===== config.mk =====
export PLATFORM = sky130hd
export DESIGN_NAME = var_bw_mul_seq
export DESIGN_NICKNAME = d
export VERILOG_FILES = /design/src/rtl/var_bw_mul_pkg.sv /design/src/rtl/var_bw_add.sv /design/src/rtl/var_bw_mul_seq.sv
export SDC_FILE = /design/constraint.sdc
export NUM_CORES = 1
export LEC_CHECK = 0
export ABC_AREA = 1
export CELL_PAD_IN_SITES_DETAIL_PLACEMENT = 0
export CELL_PAD_IN_SITES_GLOBAL_PLACEMENT = 1
export CORE_ASPECT_RATIO = 1.5
export CORE_MARGIN = 8
export CORE_UTILIZATION = 40
export CTS_CLUSTER_SIZE = 12
export DETAILED_ROUTE_END_ITERATION = 10
export PLACE_DENSITY = 0.78
export SLEW_MARGIN = 20
export SYNTH_ARGS = -nofsm -noshare
export SYNTH_HDL_FRONTEND = slang
export SYNTH_SLANG_ARGS = --single-unit

===== constraint.sdc =====
create_clock -name clk -period 3.8 [get_ports clk]
set_clock_uncertainty 0.15 [all_clocks]
set_input_delay 0.38 -clock clk [delete_from_list [all_inputs] [get_ports clk]]
set_output_delay 0.38 -clock clk [all_outputs]
set_load 0.02 [all_outputs]

===== src/rtl/var_bw_mul_pkg.sv =====
// var_bw_mul_pkg: shared widths, iteration counts and FSM states for the variable bit-width multiplier
package var_bw_mul_pkg;
  localparam int OPW = 16;
  localparam int LANEW = 8;
  localparam int PW = 32;
  localparam int N16 = 16;
  localparam int N8 = 8;
  typedef enum logic [1:0] {IDLE, RUN, DONE} state_t;
endpackage


===== src/rtl/var_bw_add.sv =====
// var_bw_add: combinational adder, one 16-bit sum or two independent 8-bit lane sums
module var_bw_add
  import var_bw_mul_pkg::*;
(
  input  logic              para_mode_add,
  input  logic [OPW-1:0]    a_add,
  input  logic [OPW-1:0]    b_add,
  output logic [OPW+1:0]    p_add
);
  // in lane mode each byte gets its own carry-out bit so no carry crosses into the upper lane
  always_comb
    p_add = para_mode_add
      ? {{1'b0, a_add[OPW-1:LANEW]} + {1'b0, b_add[OPW-1:LANEW]},
         {1'b0, a_add[LANEW-1:0]} + {1'b0, b_add[LANEW-1:0]}}
      : {1'b0, {1'b0, a_add} + {1'b0, b_add}};
endmodule


===== src/rtl/var_bw_mul_seq.sv =====
// var_bw_mul_seq: sequential shift-and-add multiplier, one 16x16 or two 8x8 unsigned products
module var_bw_mul_seq
  import var_bw_mul_pkg::*;
(
  input  logic           clk,
  input  logic           rst,
  input  logic           in_valid,
  output logic           in_ready,
  input  logic           para_mode,
  input  logic [OPW-1:0] a,
  input  logic [OPW-1:0] b,
  output logic           out_valid,
  input  logic           out_ready,
  output logic [PW-1:0]  p
);
  state_t state, state_nxt;
  logic mode, last;
  logic [OPW-1:0] mcand, mlt, acc, b_add, acc_nxt, mlt_nxt;
  logic [OPW+1:0] p_add;
  logic [4:0] cnt;

  assign in_ready = state == IDLE;
  assign out_valid = state == DONE;
  assign last = cnt == (mode ? 5'(N8 - 1) : 5'(N16 - 1));

  var_bw_add u_add (
    .para_mode_add(mode),
    .a_add(acc),
    .b_add(b_add),
    .p_add(p_add)
  );

  // partial product selection and the shift that folds each sum back into acc/mlt
  always_comb begin
    b_add = mode ? {mlt[LANEW] ? mcand[OPW-1:LANEW] : 8'h00, mlt[0] ? mcand[LANEW-1:0] : 8'h00}
                 : (mlt[0] ? mcand : '0);
    acc_nxt = mode ? {p_add[17:10], p_add[8:1]} : p_add[16:1];
    mlt_nxt = mode ? {p_add[9], mlt[15:9], p_add[0], mlt[7:1]} : {p_add[0], mlt[15:1]};
  end

  // next-state logic: accept in IDLE, iterate in RUN, hold result in DONE until drained
  always_comb begin
    state_nxt = state;
    state_nxt = state == IDLE ? (in_valid ? RUN : IDLE)
              : state == RUN  ? (last ? DONE : RUN)
              : (out_ready ? IDLE : DONE);
  end

  // state register
  always_ff @(posedge clk or posedge rst)
    if (rst) state <= IDLE;
    else state <= state_nxt;

  // operand capture, iteration and result register; lane results are regrouped as {hi product, lo product}
  always_ff @(posedge clk or posedge rst)
    if (rst) begin
      mode <= 1'b0;
      mcand <= '0;
      mlt <= '0;
      acc <= '0;
      cnt <= '0;
      p <= '0;
    end else if (state == IDLE && in_valid) begin
      mode <= para_mode;
      mcand <= a;
      mlt <= b;
      acc <= '0;
      cnt <= '0;
    end else if (state == RUN) begin
      acc <= acc_nxt;
      mlt <= mlt_nxt;
      cnt <= cnt + 5'd1;
      if (last)
        p <= mode ? {acc_nxt[15:8], mlt_nxt[15:8], acc_nxt[7:0], mlt_nxt[7:0]} : {acc_nxt, mlt_nxt};
    end
endmodule


Word-level counts from Yosys, hierarchy flattened

Cells that the tools add are included.

Bits in registers: 88
Logic and storage cells: 39
Output and inout bits: 34

Bitwise logic cells: 1
Mux-type cells: 20
$add $sub $neg: 4
Reduce and logical (&&, ||, !) cells: 4
Equality and inequality tests: 3

Operator list:

| operator              | number |
|---|---|
| $mux W16              | 8 |
| $mux W24              | 1 |
| $add A8 B8 Y9         | 2 |
| $mux W18              | 1 |
| $add A16 B16 Y17      | 1 |
| $mux W8               | 2 |
| $mux W5               | 2 |
| $mux W2               | 4 |
| $add A5 B1 Y5 const B | 1 |
| $eq A5 B4 Y1          | 1 |
| $mux W4               | 1 |
| $reduce_and A3 Y1     | 1 |
| $eq A2 B1 Y1 const B  | 1 |
| $eq A2 B2 Y1 const B  | 1 |
| $logic_not A2 Y1      | 1 |
| $reduce_bool A2 Y1    | 1 |
| $logic_and A1 B1 Y1   | 1 |
| $mux W1               | 1 |
| $not A1 Y1            | 1 |

Longest topological paths before layout

Gate-level depths: netlist (run 1).

Word-level depth: 7
Mapped depth: 17
Gate-level depth less buffers: 16

Cells and area by module

Synthesis (run 1) repeated with hierarchy kept, for this count alone.

Cells, all modules: 750
Area, all modules: 5277.6 um^2

By module, submodules not included:

| module         | area an instance (um^2) | cells each | instances |
|---|---|---|---|
| var_bw_mul_seq | 4106.4                  | 522        | 1 |
| var_bw_add     | 1171.1                  | 228        | 1 |

Worst setup path after synthesis (run 1)

Ideal clock, no wire load.

Path type: reg2reg
Start: register mlt[0]
End: register acc[14]
Period minus slack after synthesis: 2.418 ns
Setup time: 0.117 ns
Data arrival time: 2.151 ns
Stages on the path, launching flop included: 14
Slack: 1.382 ns
Required time: 3.533 ns
Cells stage by stage: dfrtp_1 -> clkbuf_1 -> inv_1 -> o21ai_1 -> nand2_1 -> inv_1 -> ha_1 -> a21oi_1 -> o211ai_1 -> and2_1 -> nand2_1 -> nand3_1 -> nand3_1 -> nand2_1

Cells in the longest elaborated chain, start to end: 7

RTL lines:

| what                                                     | line                                       | text |
|---|---|---|
| start, declared                                          | var_bw_mul_seq.sv:18                       | `logic [OPW-1:0] mcand, mlt, acc, b_add, acc_nxt, mlt_nxt;` |
| start signal, assigned                                   | var_bw_mul_seq.sv:71                       | `mlt <= mlt_nxt;` |
| $mux W16 / $mux W8 (equally long branches)               | var_bw_mul_seq.sv:36, var_bw_mul_seq.sv:35 |  |
| $mux W16 (*)                                             | var_bw_mul_seq.sv:35                       | `b_add = mode ? {mlt[LANEW] ? mcand[OPW-1:LANEW] : 8'h00, mlt[0] ? mcand[LANEW-1:0] : 8'h00}` |
| $add A16 B16 Y17 / $add A8 B8 Y9 (equally long branches) | var_bw_add.sv:15, var_bw_add.sv:13         |  |
| $mux W18 (*)                                             | var_bw_add.sv:13                           | `? {{1'b0, a_add[OPW-1:LANEW]} + {1'b0, b_add[OPW-1:LANEW]},` |
| $mux W16 (*)                                             | var_bw_mul_seq.sv:37                       | `acc_nxt = mode ? {p_add[17:10], p_add[8:1]} : p_add[16:1];` |
| $mux W16 (*)                                             | var_bw_mul_seq.sv:69                       | `end else if (state == RUN) begin` |
| $mux W16 (*)                                             | var_bw_mul_seq.sv:63                       | `end else if (state == IDLE && in_valid) begin` |
| end signal, assigned                                     | var_bw_mul_seq.sv:70                       | `acc <= acc_nxt;` |
| end, declared                                            | var_bw_mul_seq.sv:18                       |  |

Every way passes the cells marked *; elsewhere a longest branch is shown, timed or not. The select of a mux whose other input is x is not followed.
A chain may end at the register's enable or synchronous reset.

Worst setup path after layout (run 1)

Start: register mode
End: register p[30]

Cells in the longest elaborated chain, start to end: 4

RTL lines:

| what                                                     | line                               | text |
|---|---|---|
| start, declared                                          | var_bw_mul_seq.sv:17               | `logic mode, last;` |
| start signal, assigned                                   | var_bw_mul_seq.sv:64               | `mode <= para_mode;` |
| $mux W16                                                 | var_bw_mul_seq.sv:35               |  |
| $add A16 B16 Y17 / $add A8 B8 Y9 (equally long branches) | var_bw_add.sv:15, var_bw_add.sv:13 |  |
| $mux W18                                                 | var_bw_add.sv:13                   |  |
| $mux W16                                                 | var_bw_mul_seq.sv:37               |  |
| end signal, assigned                                     | var_bw_mul_seq.sv:74               | `p <= mode ? {acc_nxt[15:8], mlt_nxt[15:8], acc_nxt[7:0], mlt_nxt[7:0]} : {acc_nxt, mlt_nxt};` |
| end, declared                                            | var_bw_mul_seq.sv:14               | `output logic [PW-1:0] p` |

Parallel ways exist; a longest one is shown, timed or not.

==> key figures, run 1 <==
Critical path
  • Most used cell, CP: nand2_1
  • Worst Path Class, Setup: reg2reg
  • Worst reg2reg setup slack: between 1 and 1.5 ns
  • Register-to-Register Path Depth: 11
  • Worst r2r src: mode
  • Max incr delay on CP: roughly 0.52 ns
  • Crit path cell chain: o21ai_1 > nand2_1 > inv_1 > ha_1 > a21oi_1 > o211ai_1 > and2_1 > nand2_1 > nand3_1 > nand3_1 > nand2_1
  • CP max FO: 8
  • Required time of the critical path: 3.88 ns
  • RR Endpoint: p[30]
  • WP data arrival: 2.83 ns
  • Critical-path cell with the highest stage delay: dfrtp_1
  • Critical Path End Type: register
  • Startpoint types: register

Layout
  • Fillers: approximately 1100
  • Area Growth Syn to Fin: 23.92%
  • Diodes inserted: 0
  • Reg area: 2202 µm²
  • Final non-filler cell total: 827
  • Layout Nets: 728
  • Footprint of the multi-input gates: 2140 µm²
  • Layout cells sized above 1: 5.465%

Pwr
  • Pwr dens: about 900 nW/µm²
  • Overall Power: 5.293 mW
  • Leak: 3.054 nW
  • Worst IR Drop VDD: 351.4 µV

Yosys
  • Synth warnings: 0
  • Post-synthesis adder-cell area fraction: 5.338%
  • Most common cell in the netlist: nand2_1
  • Async SR Flop Fraction: 100.0%
  • Seq/Total Area, Yosys: 46.51%
  • Number of flops mapped to enable cells by yosys: 0
  • Synth Area in Simple Gates: a little over a quarter
  • Mux cell area share after synthesis: 0%
  • Yosys reg bits: 88
  • Post-synthesis cell count: approximately 610
  • Syn nets: about 660
  • Synth cell types: 40
  • Mapped Avg Cell Area: 7.813 µm²
  • Main area contributors after synthesis: dfrtp_1, nand2_1, inv_1
  • Synth cell count leaders: nand2_1, dfrtp_1, inv_1, nand3_1, o21ai_0
  • Largest family of logic cells by synthesized area: simple AND/OR/NAND/NOR gates
  • Primary FF master, synth: dfrtp_1
  • Yosys top cell area share: 46.51%
  • Mapped Area: about 4700 µm²
  • Post-synthesis xor/xnor area fraction: less than 1%
  • Synth Area in Compound Gates: 12.00%
  • Synth area leader: dfrtp_1

Die
  • Core area: 11530 µm²
  • # IOs: between 70 and 80
  • Die ar.: 15650 µm²
  • Initial Utilization: 41.06%
  • Die H: 149.2 µm
  • Chip width: 104.8 µm
  • Number of core rows: 48

Status
  • Status: completed

Clock network
  • TritonCTS clock tree: yes
  • Cts bufs inserted: 9
  • Post_cts resized: 0
  • Clk_lat worst skew: 0.34 ns
  • Clock-pin slew on the worst setup and hold paths: 0.07 ns
  • H-tree lvl count: 3
  • CTS Hold Bufs: 0
  • Setup bufs post-CTS: 0
  • CTS Buffer Depth: 2
  • Root buffer cell: clkbuf_16
  • Number of clock sinks: 88

STA
  • Final setup vio count: 0
  • Final hold vios: 0
  • RSZ-0062 raised after global routing: false
  • Worst-Margin Slew: 0.5479 ns
  • Rel. slew slack: 63.43%
  • Minimum clock period after layout: 2.742 ns
  • Final Cycle Share: 72.16%
  • Final Max Tran Viols: 0
  • Setup TNS: 0 ns
  • Max Freq: 0.3647 GHz

Routing
  • Routed Antenna Nets: 0
  • Vias: 4190
  • WL final: 13100 µm
  • Drt first pass iters: 5
  • Iter 0 DRT Violations: 252
  • Drt wl/cell: 15.84 µm
  • Via density: 5.067
  • DRC Markers: 0

Placed design
  • Port Buffers: 70
  • Placed Cells: 811
  • Placed wire-length estimate: 9711 µm
  • GPL Wtd Cong: between 0.9 and 1

Min path
  • Min-delay worst type: in2async

GRT
  • Vias in the first global route: 4306
  • Largest net degree at the start of global routing: 45
  • Gr usage total: approximately 17%
  • Grt total ovfl: 0
  • Antenna violations before repair: 0
  • First-pass GRT wire length: 21470 µm

Job
  • Max Cap Viol: 0
==> where the power goes <==
group	internal [mW]	switching [mW]
Clock	0.530	0.386
Sequential	1.37	0.303
Combinational	1.02	1.68
Total	2.92	2.37
==> logic make-up (layout without fill, tap and decap cells) <==
group,after synthesis,in the layout
and+or+nand+nor,313,313
DFF,88,88
xor gates and xnor gates,3,3
buffers and inverters,96,167
AOI/OAI and AO/OA,87,87
adders and majority gates,19,19
==> cell type report <==
| type | count | share of cell area (%) |
|---|---|---|
| clock buffer | 10 | 4.073 |
| clock inverter | 6 | 1.130 |
| inverter | 74 | 4.756 |
| multi-input combinational | 422 | 36.47 |
| sequential | 88 | 37.53 |
| tap | 150 | 3.199 |
| timing repair buffer | 77 | 12.84 |
==> registers in the layout, summed over array words and instances (netlist names) <==
| name | cells |
|---|---|
| state | 2 |
| mcand | 16 |
| mode | 1 |
| p | 32 |
| cnt | 5 |
| mlt | 16 |
| acc | 16 |
==> how the worst max path moves through the flow <==
| stage | slack (ns) | cells after the start | endpoint | startpoint |
|---|---|---|---|---|
| floorplan | 0.99 | 1 | acc[0] | rst |
| global placement | 1.15 | 11 | p[30] | mode |
| detailed placement | 1.08 | 11 | p[30] | mode |
| CTS | 1.07 | 12 | p[30] | mlt[0] |
| global route | 0.75 | 13 | acc[12] | mlt[0] |
| finish | 1.06 | 11 | p[30] | mode |
==> cell usage in the layout (no fill, tap or decap), types with 2 or more instances in the layout <==
master	count
o21bai_1	3
ha_1	17
clkdlybuf4s50_1	70
buf_4	7
nand4_1	2
a22o_1	2
fa_1	2
nand3_1	40
or2_2	2
nor2_1	22
dfrtp_1	88
inv_2	4
nor3_1	2
inv_1	69
o211ai_1	5
a2bb2oi_1	7
nand3b_1	2
a21oi_1	16
o21ai_0	25
xor2_1	2
nand2_1	237
o221ai_1	13
clkbuf_16	9
clkinv_4	2
o21ai_1	9
clkinv_2	3
==> stage by stage <==
stage / setup slack [ns] / utilization, % / hold WS, ns / cell area, µm²
final: 1.058 / 50.88 / 0.2347 / 5867
after global routing: 0.7523 / 50.88 / 0.2779 / 5867
after CTS: 1.065 / 50.88 / 0.2404 / 5867
after detailed placement: 1.081 / 48.23 / 0.3141 / 5562
after global placement: 1.145 / 48.23 / 0.3117 / 5562
after floorplan: 0.9914 / - / 0.2922 / 4735
==> per-layer routing <==
layer	vias to the layer above	wire, µm	global-route usage, %
met2	96	6756	30.58
met1	1981	5307	18.49
li1	2080	-	-
met3	33	507	4.066
met4	0	526	9.104
met5	-	0	0
==> critical path, delay by kind of cell (launching register included) <==
kind	cells	cell delay [ns]
simple gates	6	0.55
compound gates	3	1.06
flops	1	0.52
buf+inv	1	0.09
fa+ha+maj	1	0.27
No activity file was read; power rests on OpenSTA's default activity.
==> run 2: changes to the inputs <==
clock period = 2.8 ns   (was 3.8 ns; I/O delays follow)
==> run 2 against run 1 <==
Against the previous run:
- utilization is 0.64 points higher
- flip-flop and latch count stayed put
- hold slack got worse by 0.078 ns
- setup slack got worse by 0.75 ns
- register-to-register slack worse by 0.75 ns
- routed wire length grew 1.6%
- global-route usage up 0.43 points
- clock-buffer cell count is 1 higher
- sequential power up 36%
- maximum frequency rose by 9.9%
- largest cell class unchanged
- largest power group unchanged
==> key figures, run 2 (synthesis gave the netlist of run 1 again) <==
Status
  • Status: completed

Critical path
  • Critical-path cell with the highest stage delay: dfrtp_1
  • CP max FO: 9
  • Most used cell, CP: nand2_1
  • Required time of the critical path: 2.88 ns
  • CP delay by family, top: simple AND/OR/NAND/NOR gates
  • WP data arrival: 2.58 ns
  • Buf/Inv on CP: 4
  • Worst Path Class, Setup: reg2reg
  • Register-to-Register Path Depth: 15
  • Startpoint types: register
  • Critical Path End Type: register
  • Max incr delay on CP: 0.47 ns
  • Critical path depth: 15
  • Crit path cell chain: inv_1 > o21ai_1 > buf_4 > nand2_1 > inv_1 > ha_1 > nand2_1 > inv_1 > nand2_1 > and3_1 > nand2_1 > nand2_1 > nand3_1 > nand3_1 > nand2_1

Die
  • Die ar.: 15650 µm²
  • Number of core rows: 48
  • Chip width: 104.8 µm
  • Core area: 11530 µm²
  • Die H: 149.2 µm
  • Initial Utilization: 41.06%
  • # IOs: 71

Layout
  • Commonest cells after routing, fill and taps aside: nand2_1, dfrtp_1, clkdlybuf4s50_1
  • Diodes inserted: 0
  • Layout cells sized above 1: 5.457%
  • Final instance area: roughly 5900 µm²
  • Max FFs per register: 32
  • Final design utilization: 51.52%
  • Commonest non-fill, non-tap cell in the layout: nand2_1
  • Top reg by flops: p
  • Final non-filler cell total: 828
  • Layout Nets: 729
  • Area Growth Syn to Fin: 25.48%
  • Fillers: 1135

Job
  • Max Cap Viol: 0

STA
  • Worst hold slack: 0.1564 ns
  • Final Max Tran Viols: 0
  • Final WS setup: roughly 0.30 ns
  • Final setup vio count: 0
  • RSZ-0062 raised after global routing: false
  • Max Freq: 0.4006 GHz
  • Rel. slew slack: 61.70%
  • Final hold vios: 0
  • Minimum clock period after layout: between 2 and 2.5 ns
  • Worst-Margin Slew: about 0.57 ns
  • Setup TNS: 0 ns
  • Final Cycle Share: 89.15%

Routing
  • DRC Markers: 0
  • WL final: ~13000 µm
  • Drt first pass iters: 5
  • Drt wl/cell: 16.07 µm
  • Routed Antenna Nets: 0
  • Vias: 4151
  • Iter 0 DRT Violations: 181
  • Via density: between 5 and 6

Clock network
  • Number of clock sinks: 88
  • Root buffer cell: clkbuf_16
  • Clock-pin slew on the worst setup and hold paths: approximately 0.07 ns
  • Post_cts resized: 0
  • Cts bufs inserted: 9
  • Clk_lat worst skew: 0.34 ns
  • Setup bufs post-CTS: 0
  • H-tree lvl count: 3
  • CTS Hold Bufs: 0
  • CTS Buffer Depth: 2
  • TritonCTS clock tree: yes

Pwr
  • Leak: 3.085 nW
  • Worst IR Drop VDD: between 400 and 500 µV
  • Pwr dens: 1238 nW/µm²
  • Overall Power: 7.357 mW

Placed design
  • Place WS: 0.3185 ns
  • GPL Wtd Cong: 0.8651
  • Placement Cell Area: 5594 µm²
  • Placed Cells: 812
  • Port Buffers: 70
  • Placed wire-length estimate: 10050 µm

GRT
  • Grt total ovfl: 0
  • Antenna violations before repair: 0
  • Gr usage total: ~18%
  • Vias in the first global route: 4370
  • Largest net degree at the start of global routing: 45
  • First-pass GRT wire length: 22020 µm

Min path
  • Min-delay worst type: in2async
## run 2: worst paths after layout
kind	slack [ns]	end	startpoint
max in group asynchronous	1.75	p[29]	rst
worst max-delay path	0.30	p[30]	mlt[0]
min in group clk	0.33	mcand[7]	a[7]
worst max register to register	0.30	p[30]	mlt[0]
worst min register to register	0.33	p[26]	p[26]
worst min-delay path	0.16	mlt[10]	rst
## run 2: cell type report
cell class                 instances  area [µm²]  area share (%)
clock buffer                      11       242.7           4.086
clock inverter                     5       103.9           1.748
inverter                          74       279.0           4.697
multi-input combinational        422        2140           36.02
sequential                        88        2202           37.07
tap                              150       187.7           3.159
timing repair buffer              78       785.8           13.23
## run 2: layer usage
metal / track usage [%] / vias to the layer above / share of wire [%]
met5: 0 / - / 0
met4: 5.520 / 0 / 1.3
li1: - / 2087 / -
met2: 32.93 / 83 / 55
met3: 3.936 / 10 / 3.4
met1: 19.19 / 1971 / 41
## run 2: power by group
| part | internal, mW | switching [mW] | total [mW] | leakage, nW |
|---|---|---|---|---|
| logic | 1.40 | 2.28 | 3.68 | 1.81 |
| clock network | 0.897 | 0.500 | 1.40 | 0.170 |
| registers | 1.87 | 0.413 | 2.28 | 1.11 |
==> run 3: changes to the inputs <==
ABC_AREA = not set   (was 1)
CORE_UTILIZATION = 41   (was 40)
==> run 3 against run 2 <==
Against the previous run:
- non-clock buffer count increased by 15
- power increased by 0.11%
- critical path depth decreased by 5
- final cell count decreased by 9.2%
- die area decreased by 2.9%
- maximum frequency decreased by 7.8%
- synthesized cell count decreased by 13%
- hold slack got worse by 0.022 ns
- critical endpoint is now acc[9]
- highest routed layer unchanged
==> key figures, run 3 <==
Status
  • Status: completed

Yosys
  • Yosys reg bits: 88
  • Mapped Area: approximately 4700 µm²
  • Synth cell types: 52
  • Primary FF master, synth: dfrtp_1
  • Async SR Flop Fraction: 100.0%
  • Synth warnings: 0
  • Most common cell in the netlist: nand2_1
  • Synth cell count leaders: nand2_1, dfrtp_1, o21ai_0, a21oi_1, clkbuf_1
  • Yosys top cell area share: 46.96%
  • Number of flops mapped to enable cells by yosys: 0
  • Mapped Avg Cell Area: ~8.9 µm²
  • Synth area leader: dfrtp_1
  • Seq/Total Area, Yosys: 46.96%
  • Main area contributors after synthesis: dfrtp_1, nand2_1, ha_1
  • Syn nets: 581
  • Post-synthesis cell count: 525

Critical path
  • Required time of the critical path: 2.88 ns
  • Worst Path Class, Setup: reg2reg
  • Critical Path End Type: register
  • CP delay by family, top: compound AO/OA/AOI/OAI gates
  • Critical-path cell with the highest stage delay: dfrtp_2
  • Most used cell, CP: buf_4
  • Crit path cell chain: buf_4 > and2_1 > ha_1 > nor2b_1 > o211ai_1 > a211oi_2 > buf_4 > o21a_1 > or3_1 > a31o_2
  • Max incr delay on CP: 0.44 ns
  • Startpoint types: register
  • WP data arrival: 2.79 ns
  • Buf/Inv on CP: 2
  • CP max FO: 5

Layout
  • Layout Nets: 655
  • Reg area: 2203 µm²
  • Area Growth Syn to Fin: 27.59%
  • Footprint of the multi-input gates: 2366 µm²
  • Top reg by flops: p
  • Diodes inserted: 0
  • Max FFs per register: 32
  • Layout cells sized above 1: under 10%
  • Commonest non-fill, non-tap cell in the layout: nand2_1
  • Fillers: 1067
  • Commonest cells after routing, fill and taps aside: nand2_1, dfrtp_1, clkdlybuf4s50_1

Routing
  • Iter 0 DRT Violations: between 150 and 200
  • WL final: 13180 µm
  • Routed Antenna Nets: 0
  • Drt wl/cell: 17.53 µm
  • Drt first pass iters: 4
  • DRC Markers: 0
  • Via density: 5.347
  • Vias: 4021

Clock network
  • Clk_lat worst skew: 0.34 ns
  • Clock-pin slew on the worst setup and hold paths: 0.06 ns
  • H-tree lvl count: 3
  • Root buffer cell: clkbuf_16
  • Cts bufs inserted: 9
  • CTS Buffer Depth: 2
  • Number of clock sinks: 88
  • TritonCTS clock tree: yes

Pwr
  • Overall Power: around 7.4 mW
  • Pwr dens: between 1000 and 1500 nW/µm²
  • Worst IR Drop VDD: 518.8 µV
  • Leak: about 2.8 nW

STA
  • Rel. slew slack: about 54%
  • Worst hold slack: between 0.1 and 0.15 ns
  • Setup TNS: 0 ns
  • Final hold vios: 0
  • Final setup vio count: 0
  • RSZ-0062 raised after global routing: false
  • Max Freq: about 0.37 GHz
  • Final Max Tran Viols: 0
  • Worst-Margin Slew: 0.6899 ns
  • Minimum clock period after layout: roughly 2.7 ns
  • Final Cycle Share: between 90 and 100%

Die
  • Core area: around 11000 µm²
  • Initial Utilization: 41.31%
  • Die H: roughly 150 µm
  • # IOs: 71
  • Chip width: 103.3 µm
  • Number of core rows: 48
  • Die ar.: 15190 µm²

GRT
  • Antenna violations before repair: 0
  • Largest net degree at the start of global routing: 63
  • Gr usage total: 18.35%
  • First-pass GRT wire length: roughly 22000 µm
  • Grt total ovfl: 0
  • Vias in the first global route: 4170

Placed design
  • GPL Wtd Cong: approximately 0.86
  • Port Buffers: 70
  • Placed wire-length estimate: 9629 µm

Min path
  • Min-delay worst type: in2async

Job
  • Max Cap Viol: 0
[run 3: cell types whose count changed in the layout (fill, tap and decap cells not counted), moves of 8 or more]
cell      change
o221ai_1     -13
a22oi_1      +14
nand2_1     -102
nand4_1      +12
o21ai_0      +10
nand3_1      -21
and3_1        +8
buf_4        +16
and2_1       +10
inv_1        -62
nor2b_1      +13
[run 3: metal layers]
layer	vias up	global-route usage (%)	part of all wire (%)
met4	0	7.200	2.3
met5	-	0	0
met2	80	32.37	53
met1	1947	20.97	41
li1	1977	-	-
met3	17	3.269	3.5
[run 3: logic make-up (layout without fill, tap and decap cells)]
kind of cell	Yosys count	in the layout	synth area share, %
xor gates and xnor gates	9	9	1.681
muxes	8	8	1.734
DFF	88	88	46.96
AOI/OAI and AO/OA	120	120	16.92
buffers and inverters	38	115	3.389
and+or+nand+nor	243	243	23.93
adders and majority gates	19	19	5.389
[run 3: final cells by class]
class | instances | share of cell area [%]
clock buffer | 10 | 3.994
clock inverter | 4 | 1.171
inverter | 8 | 0.5228
multi-input combinational | 399 | 39.54
sequential | 88 | 36.83
tap | 150 | 3.137
timing repair buffer | 93 | 14.81
[run 3: path summary, 6_finish.rpt]
path                           start   endpoint  slack, ns  cells after the start
min                              rst   mcand[9]       0.13                      2
max reg2reg                   mlt[0]     acc[9]       0.09                     10
min reg2reg                mcand[11]  mcand[11]       0.32                      2
max                           mlt[0]     acc[9]       0.09                     10
min in group clk                a[1]   mcand[1]       0.32                      3
max in group asynchronous        rst     mlt[0]       1.66                      3
[run 3: power by group]
group          internal [mW]  switching, mW  total (mW)
registers               1.86          0.419        2.28
clock network          0.793          0.485        1.28
logic                   1.61           2.20        3.81
total                   4.26           3.10        7.37
[run 3: timing repair]
action                                  4_1_cts  5_1_grt
hold buffers                                  0        0
setup buffers                                 0        1
endpoints found under the setup margin        0       13
hold endpoints to repair                      0        0
resized for setup                             0        7
[run 3: worst reg2reg max path: cells and delay by family, from the launching register on]
family                   cells  cell delay (ns)
AO/OA/AOI/OAI                4             0.81
adder cells (fa/ha/maj)      1             0.28
buffers and inverters        2             0.31
flip-flops                   1             0.44
AND/OR/NAND/NOR              3             0.61
[run 3: stage by stage]
stage / cell area (µm²) / setup slack (ns) / instances / utilization [%]
2_1_floorplan: 4702 / 0.05119 / 525 / -
3_3_place_gp: 5640 / 0.1046 / 737 / 49.69
3_5_place_dp: 5640 / 0.02653 / 737 / 49.69
4_1_cts: 5949 / 0.002511 / 751 / 52.41
5_1_grt: 5983 / 0.004912 / 752 / 52.71
6_report: 5983 / 0.09158 / 752 / 52.71
